File: config.mk
export PLATFORM = sky130hd
export DESIGN_NAME = uart_frame_decoder
export DESIGN_NICKNAME = d
export VERILOG_FILES = /design/src/rtl/uart_frame_pkg.sv /design/src/rtl/uart_frame_timeout.sv /design/src/rtl/uart_frame_decoder.sv
export SDC_FILE = /design/constraint.sdc
export NUM_CORES = 1
export LEC_CHECK = 0
export ABC_CLOCK_PERIOD_IN_PS = 2450
export BUFFER_PORTS_ARGS = -buffer_cell sky130_fd_sc_hd__buf_4
export CAP_MARGIN = 15
export CORE_AREA = 10 10 71 118
export CTS_CLUSTER_DIAMETER = 120
export DETAILED_ROUTE_END_ITERATION = 10
export DIE_AREA = 0 0 81 128
export GPL_TIMING_DRIVEN = 0
export MAX_ROUTING_LAYER = met4
export PLACE_DENSITY = 0.56
export RECOVER_POWER = 50
export SLEW_MARGIN = 20
export SYNTH_ARGS = -nofsm -noshare
export SYNTH_HDL_FRONTEND = slang
export SYNTH_SLANG_ARGS = --single-unit
File: constraint.sdc
create_clock -name clk -period 2.45 [get_ports clk]
set_input_delay 0.49 -clock clk [delete_from_list [all_inputs] [get_ports clk]]
set_output_delay 0.49 -clock clk [all_outputs]
set_load 0.05 [all_outputs]
File: src/rtl/uart_frame_pkg.sv
// Shared frame constants and decoder state encoding for the UART control-frame decoder.
package uart_frame_pkg;

    localparam logic [7:0] HDR0_BYTE = 8'hAA;
    localparam logic [7:0] HDR1_BYTE = 8'hA5;
    localparam logic [7:0] TAIL_BYTE = 8'hFF;

    typedef enum logic [2:0] {
        IDLE  = 3'd0,
        HDR1  = 3'd1,
        ADDR  = 3'd2,
        DATA  = 3'd3,
        CKSUM = 3'd4,
        TAIL  = 3'd5
    } state_t;

endpackage

File: src/rtl/uart_frame_timeout.sv
// Inter-byte silence counter: expire pulses after TIMEOUT_CYC enabled cycles without a clear.
module uart_frame_timeout #(
    parameter int TIMEOUT_CYC = 100000
) (
    input  logic clk,
    input  logic n_reset,
    input  logic clear,
    input  logic enable,
    output logic expire
);

    localparam int CW = $clog2(TIMEOUT_CYC);

    logic [CW-1:0] cnt;

    // clear wins over expiry so a byte landing on the last cycle is never lost
    assign expire = enable && !clear && (cnt == CW'(TIMEOUT_CYC - 1));

    always_ff @(posedge clk or negedge n_reset) begin
        if (!n_reset)
            cnt <= '0;
        else if (clear || expire || !enable)
            cnt <= '0;
        else
            cnt <= cnt + 1'b1;
    end

endmodule

File: src/rtl/uart_frame_decoder.sv
// Decodes AA A5 ADDR DATA [CKSUM] FF frames into per-channel control words.
// Define UART_FRAME_CKSUM_EN to require a (ADDR+DATA) mod 256 checksum byte before TAIL.
module uart_frame_decoder
    import uart_frame_pkg::*;
#(
    parameter int NUM_CH      = 4,
    parameter int CTRL_W      = 4,
    parameter int TIMEOUT_CYC = 100000
) (
    input  logic                     clk,
    input  logic                     n_reset,
    input  logic [7:0]               rx_data,
    input  logic                     rx_done,
    output logic [NUM_CH*CTRL_W-1:0] ctrl,
    output logic                     ctrl_valid,
    output logic [NUM_CH-1:0]        ch_upd,
    output logic                     frame_err
);

`ifdef UART_FRAME_CKSUM_EN
    localparam int DW = 8;
`else
    localparam int DW = CTRL_W;
`endif

    state_t state, state_nxt;
    logic   rx_done_q;
    logic   accept;
    logic   expire;
    logic   wr, err;
    logic [7:0]    addr_q, addr_nxt;
    logic [DW-1:0] data_q, data_nxt;
    logic [NUM_CH-1:0]             upd_nxt;
    logic [NUM_CH-1:0][CTRL_W-1:0] ctrl_q;

    // a held strobe counts once: only the low-to-high transition accepts a byte
    assign accept = rx_done && !rx_done_q;
    assign ctrl   = ctrl_q;

    uart_frame_timeout #(.TIMEOUT_CYC(TIMEOUT_CYC)) u_timeout (
        .clk     (clk),
        .n_reset (n_reset),
        .clear   (accept || (state == IDLE)),
        .enable  (state != IDLE),
        .expire  (expire)
    );

    always_comb begin
        state_nxt = state;
        addr_nxt  = addr_q;
        data_nxt  = data_q;
        wr        = 1'b0;
        err       = 1'b0;
        if (expire) begin
            err       = 1'b1;
            state_nxt = IDLE;
        end else if (accept) begin
            case (state)
                IDLE: if (rx_data == HDR0_BYTE) state_nxt = HDR1;
                HDR1: begin
                    if (rx_data == HDR1_BYTE)      state_nxt = ADDR;
                    else if (rx_data != HDR0_BYTE) state_nxt = IDLE;
                end
                ADDR: begin
                    addr_nxt = rx_data;
                    if (rx_data >= 8'(NUM_CH)) begin
                        err       = 1'b1;
                        state_nxt = IDLE;
                    end else begin
                        state_nxt = DATA;
                    end
                end
                DATA: begin
                    data_nxt = rx_data[DW-1:0];
`ifdef UART_FRAME_CKSUM_EN
                    state_nxt = CKSUM;
`else
                    state_nxt = TAIL;
`endif
                end
`ifdef UART_FRAME_CKSUM_EN
                CKSUM: begin
                    if (rx_data == 8'(addr_q + 8'(data_q))) begin
                        state_nxt = TAIL;
                    end else begin
                        err       = 1'b1;
                        state_nxt = IDLE;
                    end
                end
`endif
                TAIL: begin
                    if (rx_data == TAIL_BYTE) wr  = 1'b1;
                    else                      err = 1'b1;
                    state_nxt = IDLE;
                end
                default: state_nxt = IDLE;
            endcase
        end
    end

    always_comb begin
        upd_nxt = '0;
        for (int k = 0; k < NUM_CH; k++)
            upd_nxt[k] = wr && (addr_q == 8'(k));
    end

    always_ff @(posedge clk or negedge n_reset) begin
        if (!n_reset) begin
            state      <= IDLE;
            rx_done_q  <= 1'b0;
            addr_q     <= '0;
            data_q     <= '0;
            ctrl_q     <= '0;
            ctrl_valid <= 1'b0;
            ch_upd     <= '0;
            frame_err  <= 1'b0;
        end else begin
            state      <= state_nxt;
            rx_done_q  <= rx_done;
            addr_q     <= addr_nxt;
            data_q     <= data_nxt;
            ctrl_valid <= wr;
            ch_upd     <= upd_nxt;
            frame_err  <= err;
            for (int k = 0; k < NUM_CH; k++)
                if (upd_nxt[k]) ctrl_q[k] <= data_q[CTRL_W-1:0];
        end
    end

endmodule
==> results.txt, run 1 <==
Post-Synth Simple-Gate Area -> 0.204
Placed Instance Area -> 2840 um2
Combinational family with the most area after synthesis -> simple AND/OR/NAND/NOR gates
CTS H-tree depth -> 2
Initial antenna violation count -> 0
Synth Flop Type -> dfrtp_1
Post-synthesis compound-gate area fraction -> 0.0572
CP Capture Type -> flip-flop
Top-area cell type share of the netlist area -> 0.552
Starting DRC count in detailed routing -> 73
Post-CTS Hold Buffers -> 0
Dominant cell type by area after synthesis -> dfrtp_1
Ant. Diodes -> 0
Final setup margin -> 197 ps
Post-route DRC -> 0
Avg Cell Area, Syn -> 12.1 um2
RSZ-0062 raised after global routing -> no
Fin. Hold Viols -> 0
Synth warn -> 0
Worst Hold End -> rx_done_q
EDFF count, synth -> 0
Yosys cell types -> 42
CTS sink count -> 55
Die height -> 128 um
Synth Area in XOR/XNOR -> 0.0351
Mapped Area -> 2490 um2
Cells after synthesis -> 206
Routed length per instance -> 16.1 um
Fin nets -> 257
Hold depth -> 1
Final period utilization -> 0.920
Routed Antenna Nets -> 0
Row count -> 39
Via count -> 1,713
Endpoint of the worst register-to-register path -> ctrl[2]
Setup total negative slack -> 0 ps
Total global-route track usage -> 0.111
CP max stage delay -> 610 ps
Synth Area in Adders -> 0.00502
WP data arrival -> 2440 ps
Post-CTS Setup Bufs -> 0
Final cell count without fillers -> 328
Setup WS pre-CTS -> 139 ps
Vias per cell -> 5.22
Post-Route WL -> 5280 um
Final Cell Area -> 2970 um2
First-pass GRT wire length -> 8780 um
Area of the die -> 10,400 um2
Placer Congestion -> 0.783
Area Overhead vs Synth -> 19.0%
Setup Skew -> 6.79 ps
Async S/R FF share, synth -> 1.00
First-pass DRT Iterations -> 4
IO buf count -> 32
Placed insts -> 320
Post-cts resize count -> 0
R2R setup slack -> 200 ps
Reg2Reg Depth -> 5
Maximum VDD drop -> 0.332 mV
Highest clock rate -> 444 MHz
Net Count, Synth -> 218
Post-layout util -> 0.461
Static leakage -> 1.38 nW
Clock latency on the worst-skew pair -> 300 ps
HP Start -> rx_done
Worst-Margin Slew -> 1350 ps
Seq/Total Area, Yosys -> 0.552
Worst-path clk slew -> 70 ps
CORE AREA -> 6440 um2
Crit Path Max Fanout -> 8
TritonCTS buffer count -> 5
I/O Pins -> 33
Critical path launch point type -> flip-flop
Synth area leaders -> dfrtp_1 55%, mux2_2 13%, xor2_1 3.2%
Clock Tree Root -> clkbuf_16
Vias in the first global route -> 1,746
Req. time, crit path -> 2630 ps
Max Transition Viols Final -> 0
Layout cells sized above 1 -> 0.289
Commonest non-fill, non-tap cell in the layout -> dfrtp_1
CP Class -> reg -> reg
Most frequent cells in the layout -> 55 x dfrtp_1, 28 x mux2_2, 21 x buf_4
Max-cap viol count -> 0
Relative slew margins -> 0.0999
Slowest cell on crit path -> or4_4
R2R Path Start -> state[0]
Clk buf depth -> 2
CP Cell Sequence -> clkbuf_1 -> nand3b_4 -> or4_4 -> nor4_4 -> mux2_2
Initial Utilization -> 0.387
Mux share of post-synthesis cell area -> 0.126
Worst Hold Class -> in -> reg
Grt total ovfl -> 0
Outcome -> complete, no violations
Pin count of the biggest net entering global routing -> 56
Die width -> 81 um
Yosys reg bits -> 55
CTS tree -> built
Period minus WS final -> 2250 ps
Final Setup Violations -> 0
Cell area power density -> 599 nW/um2
Detailed Place HPWL -> 3830 um
==> state kept, by name (all words and copies together) (netlist names) <==
register       count
u_timeout.cnt     17
ctrl              16
addr_q             8
ch_upd             4
data_q             4
state              3
ctrl_valid         1
frame_err          1
rx_done_q          1
==> how the worst max path moves through the flow <==
stage | cells after the start | start | slack (ps) | to
after CTS | 5 | state[1] | 270 | ctrl[2]
after global routing | 5 | state[0] | 90 | ctrl[3]
after detailed placement | 5 | rx_data[3] | 140 | ctrl[2]
final | 5 | state[0] | 200 | ctrl[2]
after global placement | 5 | rx_data[3] | 140 | ctrl[0]
after floorplan | 5 | state[1] | 440 | ctrl[0]
==> cell families (layout without fill, tap and decap cells) <==
logic type / after synthesis / after routing
AND/OR/NAND/NOR: 80 / 80
adder cells (fa/ha/maj): 1 / 1
flip-flops: 55 / 55
multiplexers: 28 / 28
XOR/XNOR: 10 / 10
buffers and inverters: 11 / 51
AO/OA/AOI/OAI: 21 / 21
==> metrics by stage <==
step / power [mW] / hold WS (ps)
global placement: 0.977 / 441
detailed placement: 0.977 / 445
global route: 1.84 / 375
CTS: 1.81 / 261
finish: 1.78 / 376
floorplan: 0.935 / 194
==> cells in the mapped netlist (4+ instances only) <==
| master | count |
|---|---|
| xor2_1 | 9 |
| dfrtp_1 | 55 |
| or3_1 | 7 |
| a21oi_1 | 6 |
| mux2_2 | 28 |
| o21ai_0 | 5 |
| nor2_1 | 14 |
| nand3_1 | 7 |
| inv_1 | 4 |
| nor3_1 | 5 |
| nand2b_1 | 4 |
| nand2_1 | 10 |
| nand4_1 | 8 |
==> where the power goes <==
group	leakage (nW)	switching [mW]	internal (mW)
sequential	0.766	0.000852	0.908
clock	0.0804	0.335	0.486
combinational	0.536	0.0337	0.0130
total	1.38	0.369	1.41
==> worst max-delay path, delay by kind of cell, from the launching register on <==
kind	cells	cell delay, ps
flops	1	320
mux	1	380
simple gates	3	1110
buf+inv	1	320
==> layer usage <==
layer	wire, um	up-vias	global-route usage	share of wire
li1	-	826	-	-
met1	2100	841	0.117	0.40
met2	2740	36	0.184	0.52
met3	298	10	0.0337	0.056
met4	132	0	0.0532	0.025
met5	0	-	-	0
==> cell type report <==
cell class	instances	area [um2]
clock inverter	3	46.3
sequential	55	1380
fill	645	3470
multi-input combinational	140	1070
timing repair buffer	32	200
inverter	4	15.0
tap	82	103
buffer	7	36.3
clock buffer	5	125
Power figures use the tool's default switching activity.
==> run 2, diff against run 1 <==
Settings changed: CORE_AREA 10 10 71 118 to 10 10 72 119, DIE_AREA 0 0 81 128 to 0 0 82 129, PLACE_DENSITY 0.56 to 0.55, SYNTH_HIERARCHICAL from default to 1.
==> results.txt, run 2 <==
CP Class -> reg -> reg
Yosys cell types -> 35
Async S/R FF share, synth -> 1.00
Die height -> 129 um
Net Count, Synth -> 228
Vias per cell -> 5.13
Highest clock rate -> 422 MHz
Dominant cell type by area after synthesis -> dfrtp_1
Die width -> 82 um
Pin count of the biggest net entering global routing -> 56
Clock latency on the worst-skew pair -> 290 ps
First-pass GRT wire length -> 9230 um
Critical path launch point type -> flip-flop
Avg Cell Area, Syn -> 11.8 um2
Static leakage -> 1.37 nW
R2R Path Start -> state[2]
Area of the die -> 10,600 um2
Row count -> 39
Worst Hold Class -> in -> reg
Vias in the first global route -> 1,862
CORE AREA -> 6540 um2
RSZ-0062 raised after global routing -> yes
Relative slew margins -> 0.0910
Count leader, synth -> dfrtp_1
Seq/Total Area, Yosys -> 0.539
IO buf count -> 32
Hold depth -> 1
Final Setup Violations -> 0
Post-CTS Hold Buffers -> 0
Detailed Place HPWL -> 4120 um
Routed Antenna Nets -> 0
CTS sink count -> 55
Starting DRC count in detailed routing -> 66
Yosys reg bits -> 55
Synth warn -> 6
Grt total ovfl -> 0
Period minus WS final -> 2370 ps
Max-cap viol count -> 0
Placer Congestion -> 0.856
CTS tree -> built
Commonest cells in the netlist -> 55 x dfrtp_1, 28 x mux2_2, 27 x nor2_1
Clk buf depth -> 2
Mapped Area -> 2550 um2
R2R setup slack -> 80 ps
Ant. Diodes -> 0
Cells after synthesis -> 216
Worst-path clk slew -> 70 ps
First-pass DRT Iterations -> 4
Largest register by flop count -> u_timeout/cnt
Setup Skew -> 4.58 ps
Area Overhead vs Synth -> 23.2%
Reg2Reg Depth -> 8
Via count -> 1,755
Total power -> 1.87 mW
Maximum VDD drop -> 0.497 mV
Fin nets -> 271
Top-area cell type share of the netlist area -> 0.539
Worst Hold End -> rx_done_q
Cell area power density -> 595 nW/um2
Post-route DRC -> 0
Crit Path Max Fanout -> 8
Clock Tree Root -> clkbuf_16
Post-Route WL -> 5620 um
I/O Pins -> 33
Req. time, crit path -> 2630 ps
WP data arrival -> 2540 ps
Synth area leaders -> dfrtp_1 54%, mux2_2 12%, xnor2_1 4.5%
CTS H-tree depth -> 2
Initial Utilization -> 0.391
# fillers -> 637
Synth Flop Type -> dfrtp_1
Commonest non-fill, non-tap cell in the layout -> dfrtp_1
Most frequent cells in the layout -> 53 x dfrtp_1, 38 x buf_4, 28 x mux2_2
Max FFs per register -> 17
Layout cells sized above 1 -> 0.377
Outcome -> complete, no violations
Hold Slack -> 319 ps
TritonCTS buffer count -> 5
Total global-route track usage -> 0.117
Final period utilization -> 0.966
HP Start -> rx_done
EDFF count, synth -> 0
Endpoint of the worst register-to-register path -> ctrl[9]
CP Capture Type -> flip-flop
Routed length per instance -> 16.4 um
Max Transition Viols Final -> 0
Fin. Hold Viols -> 0
Worst-Margin Slew -> 1360 ps
Initial antenna violation count -> 0
[run 2: cell count changes after synthesis, moves of 5 or more]
cell and delta:
nor3_1 +5, nor2_1 +13, xnor2_1 +12, nor4_1 +7
xor2_1 -7
[run 2: cells by family after synthesis]
logic type	synth area share
AOI/OAI and AO/OA	0.0191
xor gates and xnor gates	0.0514
adders and majority gates	0.00490
buffers and inverters	0.0250
DFF	0.539
muxes	0.123
and+or+nand+nor	0.238
[run 2: metal layers]
layer	up-vias	GRT usage	wire length (um)
met2	34	0.200	3190
met5	-	-	0
met3	6	0.0279	203
met4	0	0.0543	83
li1	857	-	-
met1	858	0.121	2140
[run 2: stage by stage]
stage          instances  area (um2)  TNS [ps]  worst slack [ps]  utilization
6_report             342        3150         0              82.3        0.481
3_5_place_dp         330        2910     -3410              -230        0.446
2_1_floorplan        216        2570     -7.90             -1.97            -
3_3_place_gp         330        2910     -3390              -232        0.446
4_1_cts              342        3150         0              13.5        0.481
5_1_grt              342        3150     -19.8             -12.4        0.481
[run 2: timing repair]
action,in CTS,in global routing
pin swaps,4,0
resized for setup,7,2
buffers inserted,6,1
setup endpoints to repair,16,22
[run 2: power breakdown]
| part | internal (mW) | leakage, nW | switching, mW |
|---|---|---|---|
| combinational | 0.0408 | 0.525 | 0.0746 |
| clock | 0.508 | 0.0868 | 0.311 |
| sequential | 0.928 | 0.756 | 0.0121 |
| total | 1.48 | 1.37 | 0.397 |
[run 2: worst max path at each step]
stage,startpoint,end,slack [ps],cells past startpoint
after floorplan,state[1],ctrl[10],-2,9
after global placement,state[1],ctrl[11],-230,9
after detailed placement,state[1],ctrl[3],-230,9
after CTS,state[2],ctrl[9],10,9
after global routing,state[2],ctrl[9],-10,8
final,state[2],ctrl[9],80,8
[run 2: cell type report]
| type | instances | area [um2] | share of cell area |
|---|---|---|---|
| clock buffer | 6 | 139 | 0.0441 |
| tap | 82 | 103 | 0.0326 |
| multi-input combinational | 148 | 1150 | 0.366 |
| inverter | 6 | 22.5 | 0.00715 |
| sequential | 55 | 1380 | 0.438 |
| buffer | 4 | 26.3 | 0.00835 |
| timing repair buffer | 39 | 290 | 0.0922 |
| clock inverter | 2 | 35.0 | 0.0111 |
[run 2: worst max-delay path, cell delays in order (launching register included)]
cell and delay (ps):
dfrtp_2 410, or3_4 400, nand2_1 70, nand2b_4 140, nor2_4 60, or3_4 410, nor4b_4 260, buf_4 170
mux2_2 330
==> run 3, diff against run 2 <==
Settings changed: CORE_AREA 10 10 72 119 to 8 8 70 117, DIE_AREA 0 0 82 129 to 0 0 78 125.
==> results.txt, run 3 (synthesis gave the netlist of run 2 again) <==
Outcome -> complete, no violations
Maximum VDD drop -> 0.544 mV
Clk buf depth -> 2
Worst Hold Class -> in -> reg
CP Capture Type -> flip-flop
Layout cells sized above 1 -> 0.360
Post-route DRC -> 0
Final period utilization -> 0.973
Grt total ovfl -> 0
Clock Tree Root -> clkbuf_16
RSZ-0062 raised after global routing -> yes
CTS sink count -> 55
Initial Utilization -> 0.381
Total power -> 1.88 mW
Cell area power density -> 600 nW/um2
Post-CTS Hold Buffers -> 0
Hold Slack -> 348 ps
Area Overhead vs Synth -> 22.9%
Row count -> 40
Area of the die -> 9750 um2
Max-cap viol count -> 0
Fin nets -> 272
R2R setup slack -> 70 ps
CORE AREA -> 6710 um2
Setup Skew -> 4.72 ps
WP data arrival -> 2560 ps
Pin count of the biggest net entering global routing -> 56
Final Cell Area -> 3140 um2
Relative slew margins -> 0.0867
Largest register by flop count -> u_timeout/cnt
TritonCTS buffer count -> 5
Critical path launch point type -> flip-flop
Initial antenna violation count -> 0
Commonest non-fill, non-tap cell in the layout -> dfrtp_1
Static leakage -> 1.34 nW
Req. time, crit path -> 2630 ps
Crit Path Max Fanout -> 8
Die height -> 125 um
Total global-route track usage -> 0.123
Die width -> 78 um
Max FFs per register -> 17
Max Transition Viols Final -> 0
Setup WS pre-CTS -> -253 ps
Clock latency on the worst-skew pair -> 290 ps
Detailed Place HPWL -> 3990 um
First-pass DRT Iterations -> 4
I/O Pins -> 33
Ant. Diodes -> 0
CTS H-tree depth -> 2
Routed length per instance -> 15.9 um
Final setup margin -> 67.0 ps
Post-Route WL -> 5490 um
Setup total negative slack -> 0 ps
Post-layout util -> 0.468
CTS tree -> built
First-pass GRT wire length -> 9340 um
Vias per cell -> 5.10
Placer Congestion -> 0.850
Final cell count without fillers -> 345
Routed Antenna Nets -> 0
Starting DRC count in detailed routing -> 105
Worst-path clk slew -> 70 ps
IO buf count -> 32
Vias in the first global route -> 1,867
CP Class -> reg -> reg
Final Setup Violations -> 0
Period minus WS final -> 2380 ps
Most frequent cells in the layout -> 52 x dfrtp_1, 31 x buf_4, 28 x mux2_2
Placed Instance Area -> 2920 um2
Via count -> 1,759
Fin. Hold Viols -> 0
Highest clock rate -> 420 MHz
Placed insts -> 332
Worst-Margin Slew -> 1370 ps
## run 3: cell count changes in the layout (fill, tap and decap cells not counted), sizes merged
cell	delta
clkbuf	+8
inv	+1
buf	-7
clkinv	-1
## run 3: timing repair
item	in CTS	in global routing
buffers inserted	6	2
resized for setup	8	3
endpoints found under the setup margin	24	24
pin swaps	4	2
## run 3: worst max-delay path, stage by stage, from the launching register on
cell      delay, ps
dfrtp_2         450
or3_4           400
nand2_2          60
nand2b_4        130
nor2_4           50
or3_4           400
nor4b_4         260
buf_4           180
mux2_2          330
## run 3: final cells by class
class,instances,area (um2)
well taps,84,105
plain buffers,4,26.3
clock buffers,6,139
clock inverters,2,38.8
repair buffers,40,272
flip-flops and latches,55,1380
fillers,654,3570
inverters,6,22.5
multi-input cells,148,1160
## run 3: path summary, 6_finish.rpt
check / from / end / cells past startpoint
max: state[0] / ctrl[11] / 8
min: rx_done / rx_done_q / 1
max reg2reg: state[0] / ctrl[11] / 8
min reg2reg: ctrl[6] / ctrl[6] / 1
max in group asynchronous: n_reset / state[2] / 1
min in group asynchronous: n_reset / u_timeout/cnt[5] / 1
## run 3: power by group
group	switching (mW)	leakage [nW]	total (mW)	internal [mW]
combinational	0.0739	0.498	0.115	0.0408
sequential	0.0116	0.755	0.939	0.928
clock	0.314	0.0875	0.828	0.514
total	0.400	1.34	1.88	1.48
## run 3: routing by layer
layer  wire length [um]  track usage  part of all wire  vias up
li1                   -            -                 -      867
met1               2200        0.132              0.40      855
met2               3040        0.215              0.55       29
met3                133       0.0251             0.024        8
met4                112       0.0483             0.020        0
met5                  0            -                 0        -
